<file path="src/rtl/mem_pkg.sv">
// Shared types for the memory request unit: FSM states, access sizes, requestor ids.
// Latency: none (declarations only).
// Backpressure: none (declarations only).
package mem_pkg;

  typedef enum logic [2:0] {
    IDLE  = 3'd0,
    ISSUE = 3'd1,
    RESP  = 3'd2,
    ACK   = 3'd3
  } state_t;

  localparam logic [1:0] SIZE_BYTE = 2'b00;
  localparam logic [1:0] SIZE_HALF = 2'b01;
  localparam logic [1:0] SIZE_WORD = 2'b10;

  typedef enum logic {
    REQ_INSTR = 1'b0,
    REQ_DATA  = 1'b1
  } req_id_t;

  // Size 2'b11 has no legal encoding and is reported like a misaligned access.
  function automatic logic is_misaligned(input logic [1:0] size, input logic [1:0] addr_lo);
    logic mis;
    mis = 1'b0;
    case (size)
      SIZE_BYTE: mis = 1'b0;
      SIZE_HALF: mis = addr_lo[0];
      SIZE_WORD: mis = (addr_lo != 2'b00);
      default:   mis = 1'b1;
    endcase
    return mis;
  endfunction

endpackage

</file>
<file path="src/rtl/mem_lane_align.sv">
// Byte-lane helper: lane enables and write replication for a request, plus lane
// shift and sign/zero extension of returned read data.
// Latency: combinational. Backpressure: none.
// Ports: req_size/req_addr_lo/req_wdata -> req_sel/req_wdata_rep (request side);
//        rsp_size/rsp_addr_lo/rsp_unsigned/rsp_rdata -> rsp_rdata_ext (response side).
module mem_lane_align
  import mem_pkg::*;
(
  input  logic [1:0]  req_size,
  input  logic [1:0]  req_addr_lo,
  input  logic [31:0] req_wdata,
  output logic [3:0]  req_sel,
  output logic [31:0] req_wdata_rep,
  input  logic [1:0]  rsp_size,
  input  logic [1:0]  rsp_addr_lo,
  input  logic        rsp_unsigned,
  input  logic [31:0] rsp_rdata,
  output logic [31:0] rsp_rdata_ext
);

  logic [31:0] shifted;
  logic        sign_b;
  logic        sign_h;

  always_comb begin
    req_sel       = 4'b1111;
    req_wdata_rep = req_wdata;
    case (req_size)
      SIZE_BYTE: begin
        req_sel       = 4'b0001 << req_addr_lo;
        req_wdata_rep = {4{req_wdata[7:0]}};
      end
      SIZE_HALF: begin
        req_sel       = 4'b0011 << req_addr_lo;
        req_wdata_rep = {2{req_wdata[15:0]}};
      end
      default: ;
    endcase
  end

  // Move the addressed lane down to bit 0 before extending.
  assign shifted = rsp_rdata >> {rsp_addr_lo, 3'b000};
  assign sign_b  = ~rsp_unsigned & shifted[7];
  assign sign_h  = ~rsp_unsigned & shifted[15];

  always_comb begin
    rsp_rdata_ext = shifted;
    case (rsp_size)
      SIZE_BYTE: rsp_rdata_ext = {{24{sign_b}}, shifted[7:0]};
      SIZE_HALF: rsp_rdata_ext = {{16{sign_h}}, shifted[15:0]};
      default:   rsp_rdata_ext = shifted;
    endcase
  end

endmodule

</file>
<file path="src/rtl/mem_request_unit.sv">
// Round-robin arbiter between fetch and load/store requests driving one bus transaction at a time.
// Latency: ack 3 cycles after acceptance when unstalled (+1 per busy cycle); misaligned ack after 1.
// Backpressure: bus_busy holds the strobe and its address/lanes/data stable in ISSUE.
// Optional: MEMREQ_TIMEOUT_EN aborts ISSUE with err after TIMEOUT consecutive busy cycles.
// Ports: instr_* fetch requestor, data_* load/store requestor, err shared with both acks,
//        bus_* manager interface, state debug view of the FSM. All outputs are registered.
module mem_request_unit
  import mem_pkg::*;
#(
  parameter int ADDR_W  = 32,
  parameter int TIMEOUT = 255
) (
  input  logic              clk,
  input  logic              rst,
  input  logic              instr_req,
  input  logic [ADDR_W-1:0] instr_addr,
  output logic              instr_ack,
  output logic [31:0]       instr_rdata,
  input  logic              data_req,
  input  logic              data_we,
  input  logic [1:0]        data_size,
  input  logic              data_unsigned,
  input  logic [ADDR_W-1:0] data_addr,
  input  logic [31:0]       data_wdata,
  output logic              data_ack,
  output logic [31:0]       data_rdata,
  output logic              err,
  output logic              bus_read,
  output logic              bus_write,
  output logic [ADDR_W-1:0] bus_addr,
  output logic [31:0]       bus_wdata,
  output logic [3:0]        bus_sel,
  input  logic [31:0]       bus_rdata,
  input  logic              bus_busy,
  output logic [2:0]        state
);

  if (ADDR_W < 3 || TIMEOUT < 1) begin : g_param_chk
    $error("mem_request_unit: ADDR_W must be >= 3 and TIMEOUT >= 1");
  end

  state_t  state_q, state_d;
  req_id_t last_grant_q, last_grant_d;
  req_id_t lat_id_q, lat_id_d;
  logic [1:0] lat_size_q, lat_size_d;
  logic [1:0] lat_addr_lo_q, lat_addr_lo_d;
  logic       lat_unsigned_q, lat_unsigned_d;
  logic       lat_we_q, lat_we_d;

  logic              instr_ack_d, data_ack_d, err_d;
  logic [31:0]       instr_rdata_d, data_rdata_d;
  logic              bus_read_d, bus_write_d;
  logic [ADDR_W-1:0] bus_addr_d;
  logic [31:0]       bus_wdata_d;
  logic [3:0]        bus_sel_d;

`ifdef MEMREQ_TIMEOUT_EN
  localparam int CNT_W = $clog2(TIMEOUT + 1);
  logic [CNT_W-1:0] busy_cnt_q, busy_cnt_d;
`endif

  // Candidate request presented in IDLE. Fetches are always aligned-word reads.
  logic              pick_data;
  logic [ADDR_W-1:0] cand_addr;
  logic [1:0]        cand_size;
  logic              cand_we;
  logic              cand_unsigned;
  logic [31:0]       cand_wdata;
  logic [3:0]        cand_sel;
  logic [31:0]       cand_wdata_rep;
  logic [31:0]       rdata_ext;

  // On conflict the requestor that was not granted last wins.
  assign pick_data     = data_req && (!instr_req || (last_grant_q == REQ_INSTR));
  assign cand_addr     = pick_data ? data_addr : instr_addr;
  assign cand_size     = pick_data ? data_size : SIZE_WORD;
  assign cand_we       = pick_data && data_we;
  assign cand_unsigned = pick_data && data_unsigned;
  assign cand_wdata    = data_wdata;

  mem_lane_align u_lane_align (
    .req_size      (cand_size),
    .req_addr_lo   (cand_addr[1:0]),
    .req_wdata     (cand_wdata),
    .req_sel       (cand_sel),
    .req_wdata_rep (cand_wdata_rep),
    .rsp_size      (lat_size_q),
    .rsp_addr_lo   (lat_addr_lo_q),
    .rsp_unsigned  (lat_unsigned_q),
    .rsp_rdata     (bus_rdata),
    .rsp_rdata_ext (rdata_ext)
  );

  always_comb begin
    state_d        = state_q;
    last_grant_d   = last_grant_q;
    lat_id_d       = lat_id_q;
    lat_size_d     = lat_size_q;
    lat_addr_lo_d  = lat_addr_lo_q;
    lat_unsigned_d = lat_unsigned_q;
    lat_we_d       = lat_we_q;
    instr_ack_d    = 1'b0;
    data_ack_d     = 1'b0;
    err_d          = 1'b0;
    instr_rdata_d  = instr_rdata;
    data_rdata_d   = data_rdata;
    bus_read_d     = bus_read;
    bus_write_d    = bus_write;
    bus_addr_d     = bus_addr;
    bus_wdata_d    = bus_wdata;
    bus_sel_d      = bus_sel;
`ifdef MEMREQ_TIMEOUT_EN
    busy_cnt_d     = busy_cnt_q;
`endif

    case (state_q)
      IDLE: begin
        if (instr_req || data_req) begin
          lat_id_d       = pick_data ? REQ_DATA : REQ_INSTR;
          last_grant_d   = pick_data ? REQ_DATA : REQ_INSTR;
          lat_size_d     = cand_size;
          lat_addr_lo_d  = cand_addr[1:0];
          lat_unsigned_d = cand_unsigned;
          lat_we_d       = cand_we;
          if (is_misaligned(cand_size, cand_addr[1:0])) begin
            // Reject without touching the bus.
            state_d = ACK;
            err_d   = 1'b1;
            if (pick_data) begin
              data_ack_d   = 1'b1;
              data_rdata_d = 32'h0;
            end else begin
              instr_ack_d   = 1'b1;
              instr_rdata_d = 32'h0;
            end
          end else begin
            state_d     = ISSUE;
            bus_read_d  = !cand_we;
            bus_write_d = cand_we;
            bus_addr_d  = {cand_addr[ADDR_W-1:2], 2'b00};
            bus_sel_d   = cand_sel;
            bus_wdata_d = cand_wdata_rep;
`ifdef MEMREQ_TIMEOUT_EN
            busy_cnt_d  = '0;
`endif
          end
        end
      end

      ISSUE: begin
        if (!bus_busy) begin
          state_d     = RESP;
          bus_read_d  = 1'b0;
          bus_write_d = 1'b0;
        end
`ifdef MEMREQ_TIMEOUT_EN
        else if (busy_cnt_q == CNT_W'(TIMEOUT - 1)) begin
          state_d     = ACK;
          bus_read_d  = 1'b0;
          bus_write_d = 1'b0;
          err_d       = 1'b1;
          if (lat_id_q == REQ_DATA) begin
            data_ack_d   = 1'b1;
            data_rdata_d = 32'h0;
          end else begin
            instr_ack_d   = 1'b1;
            instr_rdata_d = 32'h0;
          end
        end else begin
          busy_cnt_d = busy_cnt_q + 1'b1;
        end
`endif
      end

      RESP: begin
        state_d = ACK;
        if (lat_id_q == REQ_DATA) begin
          data_ack_d   = 1'b1;
          data_rdata_d = lat_we_q ? 32'h0 : rdata_ext;
        end else begin
          instr_ack_d   = 1'b1;
          instr_rdata_d = rdata_ext;
        end
      end

      ACK: begin
        state_d = IDLE;
      end

      default: begin
        state_d = IDLE;
      end
    endcase
  end

  always_ff @(posedge clk) begin
    if (rst) begin
      state_q        <= IDLE;
      last_grant_q   <= REQ_INSTR;
      lat_id_q       <= REQ_INSTR;
      lat_size_q     <= SIZE_BYTE;
      lat_addr_lo_q  <= 2'b00;
      lat_unsigned_q <= 1'b0;
      lat_we_q       <= 1'b0;
      instr_ack      <= 1'b0;
      data_ack       <= 1'b0;
      err            <= 1'b0;
      instr_rdata    <= 32'h0;
      data_rdata     <= 32'h0;
      bus_read       <= 1'b0;
      bus_write      <= 1'b0;
      bus_addr       <= '0;
      bus_wdata      <= 32'h0;
      bus_sel        <= 4'h0;
`ifdef MEMREQ_TIMEOUT_EN
      busy_cnt_q     <= '0;
`endif
    end else begin
      state_q        <= state_d;
      last_grant_q   <= last_grant_d;
      lat_id_q       <= lat_id_d;
      lat_size_q     <= lat_size_d;
      lat_addr_lo_q  <= lat_addr_lo_d;
      lat_unsigned_q <= lat_unsigned_d;
      lat_we_q       <= lat_we_d;
      instr_ack      <= instr_ack_d;
      data_ack       <= data_ack_d;
      err            <= err_d;
      instr_rdata    <= instr_rdata_d;
      data_rdata     <= data_rdata_d;
      bus_read       <= bus_read_d;
      bus_write      <= bus_write_d;
      bus_addr       <= bus_addr_d;
      bus_wdata      <= bus_wdata_d;
      bus_sel        <= bus_sel_d;
`ifdef MEMREQ_TIMEOUT_EN
      busy_cnt_q     <= busy_cnt_d;
`endif
    end
  end

  assign state = state_q;

endmodule
</file>
<file path="config.mk">
export PLATFORM = sky130hd
export DESIGN_NAME = mem_request_unit
export DESIGN_NICKNAME = d
export VERILOG_FILES = /design/src/rtl/mem_pkg.sv /design/src/rtl/mem_lane_align.sv /design/src/rtl/mem_request_unit.sv
export SDC_FILE = /design/constraint.sdc
export NUM_CORES = 1
export LEC_CHECK = 0
export CAP_MARGIN = 10
export CORE_ASPECT_RATIO = 1.5
export CORE_MARGIN = 4
export CORE_UTILIZATION = 44
export CTS_CLUSTER_SIZE = 28
export DETAILED_ROUTE_END_ITERATION = 7
export GPL_TIMING_DRIVEN = 0
export PLACE_DENSITY_LB_ADDON = 0.15
export RECOVER_POWER = 25
export REMOVE_ABC_BUFFERS = 1
export SYNTH_ARGS = -nofsm -noshare
export SYNTH_HDL_FRONTEND = slang
export SYNTH_SLANG_ARGS = --single-unit
export TNS_END_PERCENT = 1
</file>
<file path="constraint.sdc">
create_clock -name clk -period 2.3 [get_ports clk]
set_input_delay 0.46 -clock clk [delete_from_list [all_inputs] [get_ports clk]]
set_output_delay 0.46 -clock clk [all_outputs]
set_load 0.01 [all_outputs]
</file>
# After elaboration in Yosys (flattened, before gate mapping)
# Cells that the tools add are included.
# word_totals
in_bits	137
regBits	145
wordCells	100
out_inout_bits	140
# op_classes
n_reduce_logical	20
n_eq_ne	13
n_shift	3
n_bitwise	7
mux	41
# ops
op	count
$mux 32	10
$pmux 32 s2	4
$shr 32x5->32	1
$mux 1	16
$ne 2x2->1 const B	8
$reduce_and 5->1	2
$pmux 3 s3	1
$pmux 1 s2	4
$pmux 4 s2	1
$mux 3	2
$reduce_bool 2->1	3
$not 1->1	5
$eq 2x1->1 const B	2
$logic_not 2->1	2
$mux 2	2
$reduce_and 2->1	2
$reduce_and 4->1	1
$shl 1x2->4 const A	1
$shl 2x2->4 const A	1
$eq 3x1->1 const B	1
$eq 3x2->1 const B	1
$logic_and 1x1->1	3
$logic_not 3->1	1
$pmux 1 s3	1
other kinds (6)	9

# Longest topological paths before layout
# depth
depth_word	11
mapped_depth	10
ltp_nobuf	7

# Cells and area by module
# A second synthesis with hierarchy kept.
# hier_totals
hier_cells	781
hier_area_um2	7188.1
# modules_own_cells
module	seq_area_each_um2	area_per_inst_um2	cells_each	n_inst
mem_request_unit	2882.8	5958.2	616	1
mem_lane_align	0.0	1229.9	165	1

# Worst setup path before layout
# No wires, ideal clock.
# synth_path
path_type	register to register
from	register state_q[0], in the netlist state[0]
to	register instr_rdata[22]
required_ps	2178
path_slack_ps	181
path_stages_with_launch	9
arrival_time_ps	1997
path_buffers	1
synth_period_minus_slack_ps	2119
setup_ps	122
path_cell_list	dfxtp_1 inv_1 ha_1 mux2_1 o21a_1 a21oi_4 nor2_2 buf_2 a221o_1
# synth_via
elab_chain_cells	3
elab_cells_between_ends	9
classes_between	eq/ne (5); mux (1); reduce/logical (3)
# synth_rtl
element	line	rtl
start: declaration	mem_request_unit.sv:42	state_t state_q, state_d;
start signal: assignment	mem_request_unit.sv:219	state_q <= state_d;
$eq 3x2->1 / $logic_not 3->1 (equally long branches)	mem_request_unit.sv:116	case (state_q)
$ne 2x2->1 (no source line) / $reduce_bool 2->1 (equally long branches)	-	
$reduce_and 5->1 (no source line)	-	
end signal: assignment	mem_request_unit.sv:229	instr_rdata <= instr_rdata_d;
end: declaration	mem_request_unit.sv:18	output logic [31:0] instr_rdata,
# Parallel ways exist; a longest one is shown, timed or not.
# A chain may end at the register's enable or synchronous reset.

# Final worst setup path
# layout_path
from	input port data_size[0]
to	register bus_read
# layout_via
elab_chain_cells	7
elab_cells_between_ends	9
classes_between	eq/ne (3); mux (4); reduce/logical (2)
# layout_rtl
element	line	rtl
start: declaration	mem_request_unit.sv:21	input logic [1:0] data_size,
$mux 2 *	mem_request_unit.sv:76	assign cand_size = pick_data ? data_size : SIZE_WORD;
$eq 2x2->1, or another cell as far along	mem_pkg.sv:26	case (size)
$pmux 1 s3 *	mem_pkg.sv:26	
$mux 1 *	mem_request_unit.sv:118	if (instr_req || data_req) begin
$mux 1 *	mem_request_unit.sv:116	
$ne 2x2->1 (no source line) *	-	
$reduce_and 4->1 (no source line) *	-	
end signal: assignment	mem_request_unit.sv:231	bus_read <= bus_read_d;
end: declaration	mem_request_unit.sv:28	output logic bus_read,
# Mark *: on every way between the ends. The rest lies on a longest branch, timed or not. The select of a mux whose other input is x is not followed.

==> qor.yml <==
outcome: "finished clean"
ys_seq_elements: 144
die-width_um: 110
yosysSeqAreaShare_pct: 41.9
maxCapViolCount: 0
wl_met3_mm: 2.02
hold_path_depth: 2
drive_gt1_share_pct: 13.9
peakVddDrop_v: 0.000533
post-route-util_pct: 69.1
ys_async_sr_fraction_pct: 0
fin_ws_ns: 0.115
first_pass_iters: 5
track_usage_pct: 26.3
synth.area.mux_share_pct: 6.64
cts.sinks: 144
dp_hpwl_mm: 16.5
grt_pass1_vias: 6772
coreArea_um2: 15200
syn_area_per_cell_um2: 9.12
worst_pin_slew_ns: 0.838
io_buffers: 273
antenna_found_initial: 2
synth_edf_count: 0
regArea_um2: 2890
vias: 6775
rsz0062_at_grt: "false"
num-nets-final: 1150
synthCells: 755
r2r-end: "bus_read"
post-route-period-util_pct: 95.0
synth_top_area_share_pct: 41.9
hold_path.class: "flip-flop to flip-flop"
gp_congestion: 0.861
clockPowerShare_pct: 26.7
crit_path_start_kind: "input port"
p_per_area_nw_per_um2: 1030
mappedNetlistArea_um2: 6880
relSlewSlack_pct: 44.1
fin_crit_ns: 2.19
timing.hold.ws_ns: 0.452
grt_max_degree: 71
grt_pass1_wl_mm: 36.4
maxSlewViolCount: 0
wl_met2_mm: 12.3
yosys.area_share.xor_xnor_pct: 0
netSwitchingPower_w: 0.00402
crit_fanout: 57
end_kind: "flip-flop"
r2r_start: "state[1]"
wl_met1_mm: 8.43
wl_per_cell_um: 19.4
ios: 277
routed.top_layer: "met5"
setup_viol: 0
power.leakage_nw: 4.03
rr_worst_depth: 9
layout_common_cells: "206 x clkdlybuf4s50_1, 157 x nand2_1, 140 x dfxtp_1"
clk_latency_ns: 0.42
skew_ns: 0.0136
cts_buffers: 17
synth_area_leaders: "dfxtp_1 42%, nand2_1 8.6%, a311oi_2 8.3%"
drt_iter0_drc: 417
fill_cells: 1252
ctsHtreeMaxLevel: 4
cts_hold_buf: 0
hold_path.startpoint: "data_rdata[1]"
yosys.cell_types.count: 60
critical_path_class: "input port to flip-flop"
grt.overflow.total: 0
synth_adder_area_share_pct: 0.727
max_freq_ghz: 0.458
critPathRequiredTime_ns: 2.61
tns_ns: 0
p_int_w: 0.00681
layout_commonest_cell: "clkdlybuf4s50_1"
hold_viol: 0
drc: 0
whs_endpoint: "data_rdata[1]"
vias_per_cell: 5.54
yosysWarnings: 0
reg2reg_setup_slack_ns: 0.13
synth-simple-area-share_pct: 19.5
p_seq_share_pct: 31.6
syn_to_final_growth_pct: 52.8
synth_ff_type: "dfxtp_1"
root_buffer: "clkbuf_16"
synth_area_leader_cell: "dfxtp_1"
multi_input_area_um2: 3800
path_clk_slew_ns: 0.06
dieHeight_um: 161
start_util_pct: 45.3
crit_arrival_ns: 2.50
synth_compound_area_share_pct: 25.7
clk_path_buf_depth: 2
dieArea_um2: 17700
drt-total-wl_mm: 23.7
comb_power_share_pct: 41.7
antenna_left: 0
cts_tree: "built"
swShare_pct: 37.1
synth_top_family_by_area: "compound AO/OA/AOI/OAI gates"
pre_cts_ws_ns: -1.31
std_cell_rows: 55
[flip-flops by register name, indices dropped and copies added (netlist names), 2 cells and up]
register and count:
bus_wdata 32, lat_size_q 2, data_rdata 32, state 2
lat_addr_lo_q 2, bus_addr 30, instr_rdata 32, bus_sel 4
[power by group through the flow]
| stage | Clock, W | Combinational (W) | Sequential [W] |
|---|---|---|---|
| after CTS | 0.00293 | 0.00453 | 0.00342 |
| after global routing | 0.00304 | 0.00487 | 0.00349 |
| after detailed placement | 0 | 0.00418 | 0.00346 |
| final | 0.00289 | 0.00452 | 0.00342 |
| after floorplan | 0 | 0.00204 | 0.00363 |
| after global placement | 0 | 0.00412 | 0.00348 |
[cell usage after synthesis (all sizes together) (2+ instances only)]
cell     instances
nor4             3
a22o            15
a211oi          16
a311oi          40
dfxtp          144
nor3             3
mux2i           31
o21a             3
nand2b           5
a32o             4
nor3b            8
nand4            2
o21ai           18
mux2             9
buf             30
nand3           13
or3              7
a221o           15
a21boi           4
o2bb2ai          8
a22oi            2
a21o             6
nand2          158
nor2b            3
and2             8
mux4             2
nand3b           9
clkbuf          30
a21oi           38
inv              8
ha               4
nor2            82
o211ai          15
[metrics by stage]
stage	instances	power, W	instance area (µm²)
after floorplan	697	0.00567	6540
after global placement	1169	0.00759	9530
after detailed placement	1174	0.00764	9660
after CTS	1219	0.0109	10500
after global routing	1222	0.0114	10500
final	1222	0.0108	10500
[cell families (layout without fill, tap and decap cells)]
family / after synthesis / in the layout
AND/OR/NAND/NOR: 304 / 307
AO/OA/AOI/OAI: 192 / 194
flip-flops: 144 / 144
buffers and inverters: 68 / 328
multiplexers: 42 / 42
adder cells (fa/ha/maj): 4 / 4
other: 1 / 4
[worst max path at each step]
stage                      end  slack (ns)         start  cells after the start
3_5_place_dp    data_rdata[30]       -1.31  data_size[0]                      6
4_1_cts         data_rdata[30]       0.008      data_req                      7
5_1_grt               bus_read       0.003  data_size[0]                      7
3_3_place_gp   instr_rdata[16]       -4.19           rst                      3
6_report              bus_read        0.11  data_size[0]                      7
2_1_floorplan         bus_read       -2.46      state[0]                      7
[metal layers]
metal | GRT usage [%] | vias up
li1 | - | 3229
met1 | 27.8 | 3227
met2 | 46.9 | 266
met3 | 8.68 | 51
met4 | 11.1 | 2
met5 | 0 | -
[worst max-delay path, cell delays in order]
cell and delay, ns:
clkdlybuf4s15_2 0.42, o21a_1 0.33, o221ai_4 0.34, and3_4 0.30, buf_16 0.27, a211oi_2 0.14, a32o_1 0.23
[layout make-up]
cell class / count / area share [%]
multi-input cells: 550 / 36.1
repair buffers: 288 / 27.9
flip-flops and latches: 144 / 27.5
clock buffers: 19 / 4.12
well taps: 199 / 2.37
clock inverters: 13 / 1.68
inverters: 8 / 0.321
diodes: 1 / 0.0238
[repair_timing]
action	4_1_cts	5_1_grt
pin swaps	3	1
gates resized for setup	23	12
endpoints found under the setup margin	124	117
cloned	3	2
buffers inserted	10	0
Power figures use the tool's default switching activity.
